<file path="config.mk">
export PLATFORM = sky130hd
export DESIGN_NAME = jtpopeye_objscan
export DESIGN_NICKNAME = d
export VERILOG_FILES = /design/src/rtl/jtpopeye_obj_pkg.sv /design/src/rtl/jtpopeye_objscan_cmp.sv /design/src/rtl/jtpopeye_objscan.sv
export SDC_FILE = /design/constraint.sdc
export NUM_CORES = 1
export LEC_CHECK = 0
export ABC_CLOCK_PERIOD_IN_PS = 2640
export CORE_MARGIN = 4
export CORE_UTILIZATION = 41
export DETAILED_ROUTE_END_ITERATION = 10
export MAX_ROUTING_LAYER = met4
export PLACE_DENSITY = 0.83
export SLEW_MARGIN = 20
export SYNTH_ARGS = -nofsm -noshare
export SYNTH_HDL_FRONTEND = slang
export SYNTH_SLANG_ARGS = --single-unit
</file>
<file path="constraint.sdc">
create_clock -name clk -period 2.64 [get_ports clk]
set_input_delay 0.264 -clock clk [delete_from_list [all_inputs] [get_ports clk]]
set_output_delay 0.264 -clock clk [all_outputs]
set_load 0.02 [all_outputs]
</file>
<file path="src/rtl/jtpopeye_obj_pkg.sv">
// jtpopeye_obj_pkg: shared scanner states, object byte lanes and object height.
package jtpopeye_obj_pkg;
    typedef enum logic [2:0] {IDLE, RD, CHK, EMIT, DONE} state_e;
    // Byte lanes follow the DMCS0..3 bank order
    localparam int LANE_Y    = 0;
    localparam int LANE_X    = 1;
    localparam int LANE_CODE = 2;
    localparam int LANE_ATTR = 3;
    localparam int OBJH      = 16;
    function automatic logic [7:0] obj_byte(input logic [31:0] d, input int lane);
        return d[lane*8 +: 8];
    endfunction
endpackage

</file>
<file path="src/rtl/jtpopeye_objscan_cmp.sv">
// jtpopeye_objscan_cmp: checks whether an object spans the target line and gives its row.
module jtpopeye_objscan_cmp #(
    parameter int OBJH = 16
) (
    input  logic [7:0] tgt_i,
    input  logic [7:0] y_i,
    output logic       hit_o,
    output logic [3:0] row_o
);
    logic [7:0] d;
    assign d     = tgt_i - y_i;
    // y == 0 marks an empty slot
    assign hit_o = (y_i != 8'd0) && (d < 8'(OBJH));
    assign row_o = d[3:0];
endmodule

</file>
<file path="src/rtl/jtpopeye_objscan.sv">
// jtpopeye_objscan: per-line object RAM scan streaming line hits to the renderer.
// Define JTPOPEYE_OBJ_VFLIP_EN to honour attr[7] as a vertical flip bit.
module jtpopeye_objscan #(
    parameter int NOBJ   = 96,
    parameter int AW     = 7,
    parameter int MAXHIT = 24,
    parameter int OBJH   = jtpopeye_obj_pkg::OBJH
) (
    input  logic          clk,
    input  logic          rst,
    input  logic          pxl_cen,
    input  logic [7:0]    V,
    input  logic          HB,
    output logic [AW-1:0] obj_addr,
    input  logic [31:0]   obj_data,
    output logic          hit_valid,
    input  logic          hit_ready,
    output logic [7:0]    hit_x,
    output logic [7:0]    hit_code,
    output logic [7:0]    hit_attr,
    output logic [3:0]    hit_row,
    output logic          hit_last,
    output logic          scan_busy,
    output logic          ovf
);
    import jtpopeye_obj_pkg::*;
    localparam int CW = $clog2(MAXHIT + 1);
    localparam logic [AW-1:0] LAST_IDX = AW'(NOBJ - 1);
    state_e        state_q, state_d;
    logic [AW-1:0] idx_q, idx_d;
    logic [CW-1:0] cnt_q, cnt_d;
    logic [7:0]    tgt_q, tgt_d, x_q, x_d, code_q, code_d, attr_q, attr_d;
    logic [3:0]    row_q, row_d, row_c, row_l;
    logic [7:0]    attr_l;
    logic          ovf_q, ovf_d, hb_q, start, hit, last;
    assign start = pxl_cen && HB && !hb_q;
    jtpopeye_objscan_cmp #(.OBJH(OBJH)) u_cmp (
        .tgt_i (tgt_q),
        .y_i   (obj_byte(obj_data, LANE_Y)),
        .hit_o (hit),
        .row_o (row_c)
    );
`ifdef JTPOPEYE_OBJ_VFLIP_EN
    assign row_l  = obj_data[LANE_ATTR*8+7] ? ~row_c : row_c;
    assign attr_l = {1'b0, obj_data[LANE_ATTR*8 +: 7]};
`else
    assign row_l  = row_c;
    assign attr_l = obj_byte(obj_data, LANE_ATTR);
`endif
    // The transfer that finishes the scan is flagged as the line's last entry
    assign last = (idx_q == LAST_IDX) || (cnt_q == CW'(MAXHIT - 1));
    always_comb begin
        state_d = state_q;
        idx_d   = idx_q;
        cnt_d   = cnt_q;
        tgt_d   = tgt_q;
        ovf_d   = ovf_q;
        x_d     = x_q;
        code_d  = code_q;
        attr_d  = attr_q;
        row_d   = row_q;
        if (start) begin
            state_d = RD;
            tgt_d   = V + 8'd1;
            idx_d   = '0;
            cnt_d   = '0;
            ovf_d   = 1'b0;
        end else begin
            case (state_q)
                RD:   state_d = CHK;
                CHK: begin
                    if (hit) begin
                        state_d = EMIT;
                        x_d     = obj_byte(obj_data, LANE_X);
                        code_d  = obj_byte(obj_data, LANE_CODE);
                        attr_d  = attr_l;
                        row_d   = row_l;
                    end else begin
                        state_d = (idx_q == LAST_IDX) ? DONE : RD;
                        idx_d   = (idx_q == LAST_IDX) ? idx_q : idx_q + 1'b1;
                    end
                end
                EMIT: begin
                    if (hit_ready) begin
                        cnt_d   = cnt_q + 1'b1;
                        state_d = last ? DONE : RD;
                        idx_d   = last ? idx_q : idx_q + 1'b1;
                        ovf_d   = (cnt_q == CW'(MAXHIT - 1)) && (idx_q != LAST_IDX);
                    end
                end
                DONE:    state_d = IDLE;
                default: state_d = IDLE;
            endcase
        end
    end
    always_ff @(posedge clk) begin
        if (rst) begin
            state_q <= IDLE;
            idx_q   <= '0;
            cnt_q   <= '0;
            tgt_q   <= '0;
            ovf_q   <= 1'b0;
            x_q     <= '0;
            code_q  <= '0;
            attr_q  <= '0;
            row_q   <= '0;
            hb_q    <= 1'b0;
        end else begin
            state_q <= state_d;
            idx_q   <= idx_d;
            cnt_q   <= cnt_d;
            tgt_q   <= tgt_d;
            ovf_q   <= ovf_d;
            x_q     <= x_d;
            code_q  <= code_d;
            attr_q  <= attr_d;
            row_q   <= row_d;
            hb_q    <= pxl_cen ? HB : hb_q;
        end
    end
    assign obj_addr  = idx_q;
    assign hit_valid = (state_q == EMIT);
    assign hit_last  = hit_valid && last;
    assign scan_busy = (state_q == RD) || (state_q == CHK) || (state_q == EMIT);
    assign ovf       = ovf_q;
    assign hit_x     = x_q;
    assign hit_code  = code_q;
    assign hit_attr  = attr_q;
    assign hit_row   = row_q;
endmodule

</file>
Word level (Yosys, flattened, before mapping)
Index checks and enable logic that the tools add are counted.
{"block": "totals", "out_inout_bits": 39, "inputBits": 45, "reg_bits": 53, "word_cells": 54}
{"block": "op_classes", "order_cmp": 1, "n_mux": 11, "addsub": 4, "n_eq_ne": 11, "bitwise_logic": 1, "reduce_logical": 15}
{"op": "2-to-1 mux 7 bit", "n": 4}
{"op": "case mux 7 bit (2 select lines)", "n": 1}
{"op": "2-to-1 mux 3 bit", "n": 4}
{"op": "case mux 3 bit (3 select lines)", "n": 1}
{"op": "adder 8 x 1 -> 8 bit, second input constant", "n": 1}
{"op": "< comparator 8 x 5 -> 1 bit, second input constant", "n": 1}
{"op": "nonzero test 8 bit", "n": 1}
{"op": "subtractor 8 bit", "n": 1}
{"op": "adder 7 x 1 -> 7 bit, second input constant", "n": 1}
{"op": "== test 7 bit, second input constant", "n": 1}
{"op": "!= test 7 bit, second input constant", "n": 1}
{"op": "== test 3 x 2 -> 1 bit, second input constant", "n": 2}
{"op": "!= test 2 bit, second input constant", "n": 3}
{"op": "adder 5 x 1 -> 5 bit, second input constant", "n": 1}
{"op": "== test 5 bit, second input constant", "n": 1}
{"op": "logical AND 1 bit", "n": 5}
{"op": "AND reduction 5 bit", "n": 1}
{"op": "== test 3 x 1 -> 1 bit, second input constant", "n": 1}
{"op": "logical OR 1 bit", "n": 3}
{"op": "!= test 3 x 1 -> 1 bit, second input constant", "n": 1}
{"op": "AND reduction 3 bit", "n": 1}
{"op": "!= test 2 x 1 -> 1 bit, second input constant", "n": 1}
{"op": "AND reduction 2 bit", "n": 1}
{"op": "nonzero test 2 bit", "n": 1}
{"op": "other kinds (4)", "n": 4}

Longest topological paths before layout
{"block": "logic_depth", "word_depth": 6, "depth_mapped": 11, "depth_no_buf": 10}

Hierarchy
Synthesis repeated with hierarchy kept, for this count alone.
{"block": "unflattened", "hier_cells": 321, "area_unflattened_um2": 2630.0}
{"module": "jtpopeye_objscan", "seq_area_each_um2": 1061.0, "area_each_um2": 2230.9, "n_inst": 1, "cells_per_inst": 267}
{"module": "jtpopeye_objscan_cmp", "seq_area_each_um2": 0.0, "area_each_um2": 399.1, "n_inst": 1, "cells_per_inst": 54}

Least setup slack after synthesis
OpenSTA, ideal clock, no wires.
{"block": "synth_path", "path_kind": "register to register", "startpoint": "register tgt_q[0]", "endpoint": "register code_q[6], in the netlist hit_code[6]", "setup_slack_ns": 0.090, "setup_ns": 0.129, "stages_incl_launch_ff": 12, "required_ns": 2.511, "synth_period_minus_slack_ns": 2.550, "arrival_time_ns": 2.422, "path_buffers": 1, "cell_sequence": "dfxtp_1 > inv_1 > ha_1 > fa_1 > nand2b_1 > a21oi_1 > mux2i_1 > nand4_1 > nor4b_4 > buf_6 > mux2i_1 > nor2_1"}
{"block": "synth_between", "elab_chain_cells": 4}
{"item": "start, declared", "line": "jtpopeye_objscan.sv:32", "rtl": "logic [7:0] tgt_q, tgt_d, x_q, x_d, code_q, code_d, attr_q, attr_d;"}
{"item": "start signal, assigned", "line": "jtpopeye_objscan.sv:112", "rtl": "tgt_q <= tgt_d;"}
{"item": "subtractor 8 bit", "line": "jtpopeye_objscan_cmp.sv:11", "rtl": "assign d = tgt_i - y_i;"}
{"item": "< comparator 8 x 5 -> 1 bit", "line": "jtpopeye_objscan_cmp.sv:13", "rtl": "assign hit_o = (y_i != 8'd0) && (d < 8'(OBJH));"}
{"item": "logical AND 1 bit", "line": "jtpopeye_objscan_cmp.sv:13"}
{"item": "AND reduction 3 bit (no line)"}
{"item": "end signal, assigned", "line": "jtpopeye_objscan.sv:115", "rtl": "code_q <= code_d;"}
{"item": "end, declared", "line": "jtpopeye_objscan.sv:32"}
No other way between the ends.
A chain may end at the register's enable or synchronous reset.

Worst setup path in the final report
{"block": "layout_path", "startpoint": "register tgt_q[0]", "endpoint": "register attr_q[6], in the netlist hit_attr[6]"}
{"block": "layout_between", "elab_chain_cells": 4}
{"item": "subtractor 8 bit", "line": "jtpopeye_objscan_cmp.sv:11"}
{"item": "< comparator 8 x 5 -> 1 bit", "line": "jtpopeye_objscan_cmp.sv:13"}
{"item": "logical AND 1 bit", "line": "jtpopeye_objscan_cmp.sv:13"}
{"item": "AND reduction 3 bit (no line)"}
{"item": "end signal, assigned", "line": "jtpopeye_objscan.sv:116", "rtl": "attr_q <= attr_d;"}
{"item": "end, declared", "line": "jtpopeye_objscan.sv:32"}
No other way between the ends.

==> impl_metrics.env <==
export IMPL_viasPerCell=5.12
export IMPL_cp_slowest_cell="fa_2"
export IMPL_synth_async_reset_ratio_pct=0
export IMPL_drt_pass1_iterations=4
export IMPL_place_congestion=0.809
export IMPL_drive_gt1_share_pct=14.6
export IMPL_intPower_mw=1.17
export IMPL_fin_nets=438
export IMPL_grt_pass1_vias=2325
export IMPL_drc=0
export IMPL_finalCritPeriodShare_pct=97.6
export IMPL_clock_path_buffers=2
export IMPL_fillCellCount=481
export IMPL_antenna_found_initial=0
export IMPL_cap_violations=0
export IMPL_grt_pass1_wl_mm=10.4
export IMPL_fin_crit_ns=2.58
export IMPL_initial_utilization_pct=42.9
export IMPL_ys_warn_count=0
export IMPL_setup_worst_path_class="reg2reg"
export IMPL_ys_ff_latch=53
export IMPL_multi_input_area_um2=1480
export IMPL_cp_data_required_time_ns=2.83
export IMPL_grt_overflow_total=0
export IMPL_max_freq_mhz=388
export IMPL_power_switching_mw=0.407
export IMPL_synth_area_um2=2570
export IMPL_dieArea_um2=7610
export IMPL_crit_arrival_ns=2.77
export IMPL_antenna_diode_count=0
export IMPL_crit_buf_inv=3
export IMPL_grtUsageTotal_pct=17.6
export IMPL_worstPathMaxFanout=8
export IMPL_dp_hpwl_mm=4.61
export IMPL_drtAntennaViolNets=0
export IMPL_vias=2345
export IMPL_grt_start_max_net_pins=39
export IMPL_path_clk_slew_ns=0.10
export IMPL_routedWlPerCell_um=14.5
export IMPL_wirelength_mm=6.66
export IMPL_seq_power_share_pct=52.2
export IMPL_drv_slew=0
export IMPL_p_leak_nw=1.43
export IMPL_synth_cell_type_count=39
export IMPL_fp_row_count=28
export IMPL_relSlewSlack_pct=68.0
export IMPL_crit_family="simple AND/OR/NAND/NOR gates"
export IMPL_die_w_um=87.2
export IMPL_cts_sinks=53
export IMPL_crit_path_frequent_cell="mux2i_1"
export IMPL_syn_area_per_cell_um2=9.22
export IMPL_pwr_share_comb_pct=19.2
export IMPL_drtIter0Drc=55
export IMPL_status="finished, final reports clean"
export IMPL_synthFlopType="dfxtp_1"
export IMPL_dp_cells=443
export IMPL_cp_end_kind="register"
export IMPL_ys_seq_area_share_pct=41.2
export IMPL_setup_viol=0
export IMPL_register_area_um2=1060
export IMPL_tns_ns=0
export IMPL_critical_path_cell_chain="inv_2 > ha_4 > fa_2 > nand2b_4 > a21oi_2 > mux2i_1 > nand4_1 > nor4b_4 > buf_4 > buf_12 > mux2i_1 > nor2_1"
export IMPL_switching_share_pct=25.8
export IMPL_final_hold_viol_count=0
export IMPL_startpoint_type="register"
export IMPL_cts_root_buf="clkbuf_8"
export IMPL_rsz0062_at_grt="yes"
export IMPL_hold_path_class="in2reg"
export IMPL_clockPowerShare_pct=28.6
export IMPL_die_height_um=87.2
export IMPL_power_mw=1.57
export IMPL_syn2layout_area_growth_pct=50.0
export IMPL_htreeDepth=2
export IMPL_powerDensity_nw_per_um2=408
export IMPL_skew_ns=0.00987
export IMPL_cts_tree="done"
export IMPL_synth_cells=279
export IMPL_syn_nets=335
export IMPL_synth_edf_count=0
export IMPL_numCtsBuffers=5
export IMPL_clk_latency_ns=0.30
export IMPL_cp_slowest_stage_delay_ns=0.35
export IMPL_vdd_drop_max_mv=0.212
export IMPL_num_io_pins=84
export IMPL_worst_pin_slew_ns=0.477
export IMPL_core_um2=5990
export IMPL_finalNonFillerCells=458
export IMPL_io_buffers=83
==> registers in the layout, summed over array words and instances (netlist names), 3 cells and up <==
name,count
cnt_q,5
hit_attr,8
hit_code,8
hit_row,4
hit_x,8
obj_addr,7
state_q,3
tgt_q,8
==> worst paths after layout <==
check	cells past startpoint	to	slack, ns	from
setup reg to reg	12	hit_attr[6]$_SDFFE_PP0P_	0.06	tgt_q[0]$_SDFFE_PP0P_
hold reg to reg	2	ovf$_SDFFE_PP0P_	0.48	ovf$_SDFFE_PP0P_
hold / removal	3	hit_row[0]$_SDFFE_PP0P_	0.46	obj_data[0]
setup / recovery	12	hit_attr[6]$_SDFFE_PP0P_	0.06	tgt_q[0]$_SDFFE_PP0P_
==> kinds of logic (layout without fill, tap and decap cells) <==
kind of cell / Yosys count / count (layout) / synth area share [%]
flip-flops: 53 / 53 / 41.2
multiplexers: 31 / 31 / 12.1
XOR/XNOR: 14 / 14 / 5.06
AO/OA/AOI/OAI: 42 / 42 / 11.6
buffers and inverters: 25 / 129 / 4.57
AND/OR/NAND/NOR: 103 / 103 / 19.8
adder cells (fa/ha/maj): 11 / 11 / 5.64
==> layout by cell type, fill, tap and decap left out, types with 3 or more instances in the layout <==
cell,instances
clkdlybuf4s50_1,80
nor2_1,52
dfxtp_1,52
mux2i_1,30
buf_4,19
a21oi_1,14
inv_1,11
nand2_1,11
a211oi_1,8
xor2_1,7
xnor2_1,6
nand3_1,6
ha_1,6
o21ai_0,5
clkbuf_8,5
and3_1,4
nand2b_1,4
or3_1,4
ha_4,4
buf_6,4
o21ai_1,3
nor4_1,3
nand4_1,3
==> repair_timing <==
action | CTS | global route
endpoints found under the setup margin | 33 | 36
hold buffers | 0 | 0
setup buffers | 2 | 3
resized for setup | 9 | 17
gates cloned | 2 | 1
pin swaps | 4 | 10
==> power groups by stage <==
stage,Sequential (mW),Combinational (mW),Clock (mW)
after global placement,0.838,0.266,0
after floorplan,0.837,0.139,0
after CTS,0.820,0.282,0.463
final,0.822,0.302,0.450
after global routing,0.824,0.326,0.494
after detailed placement,0.839,0.271,0
==> cell type report <==
class | instances | area share [%]
tap | 75 | 2.43
timing repair buffer | 109 | 28.3
clock buffer | 7 | 1.98
clock inverter | 1 | 0.194
sequential | 53 | 27.5
multi-input combinational | 201 | 38.4
inverter | 12 | 1.17
==> worst register-to-register path: cells and delay by family, from the launching register on <==
family | cells | cell delay [ns]
simple gates | 4 | 0.68
fa+ha+maj | 2 | 0.51
mux | 2 | 0.42
buf+inv | 3 | 0.39
flops | 1 | 0.34
compound gates | 1 | 0.13
==> cell usage after synthesis, types with 2 or more instances <==
library cell,count,area share [%]
dfxtp_1,53,41
nor2_1,52,7.6
mux2i_1,31,12
a21oi_1,16,3.1
inv_1,12,1.8
nand2_1,11,1.6
ha_1,10,4.9
clkbuf_1,9,1.3
a211oi_1,8,2.3
o21ai_0,8,1.6
xor2_1,7,2.4
nand3_1,6,1.2
xnor2_1,6,2.0
nand2b_1,5,1.2
and3_1,4,0.97
or3_1,4,0.97
buf_6,3,1.3
nand4_1,3,0.73
nor2b_1,3,0.73
nor4_1,3,0.73
a211oi_2,2,0.97
nand4b_1,2,0.68
nor2_2,2,0.49
nor3_1,2,0.39
o31ai_1,2,0.58
or4_1,2,0.58
==> metrics by stage <==
stage	instance area [um2]	setup WS (ns)	hold WS [ns]	utilization, %
final	3860	0.0624	0.460	64.4
after global placement	3580	-0.362	0.459	59.8
after CTS	3760	-0.00437	0.435	62.7
after detailed placement	3580	-0.463	0.468	59.8
after floorplan	2570	0.0897	0.360	-
after global routing	3860	-0.0654	0.466	64.4
==> routing by layer <==
metal	GRT usage [%]	part of all wire, %
met1	21.1	44
met2	29.5	50
met4	6.00	1.9
met3	3.31	4.9
met5	-	0
Note: power is estimated with default switching activity, not from simulation.
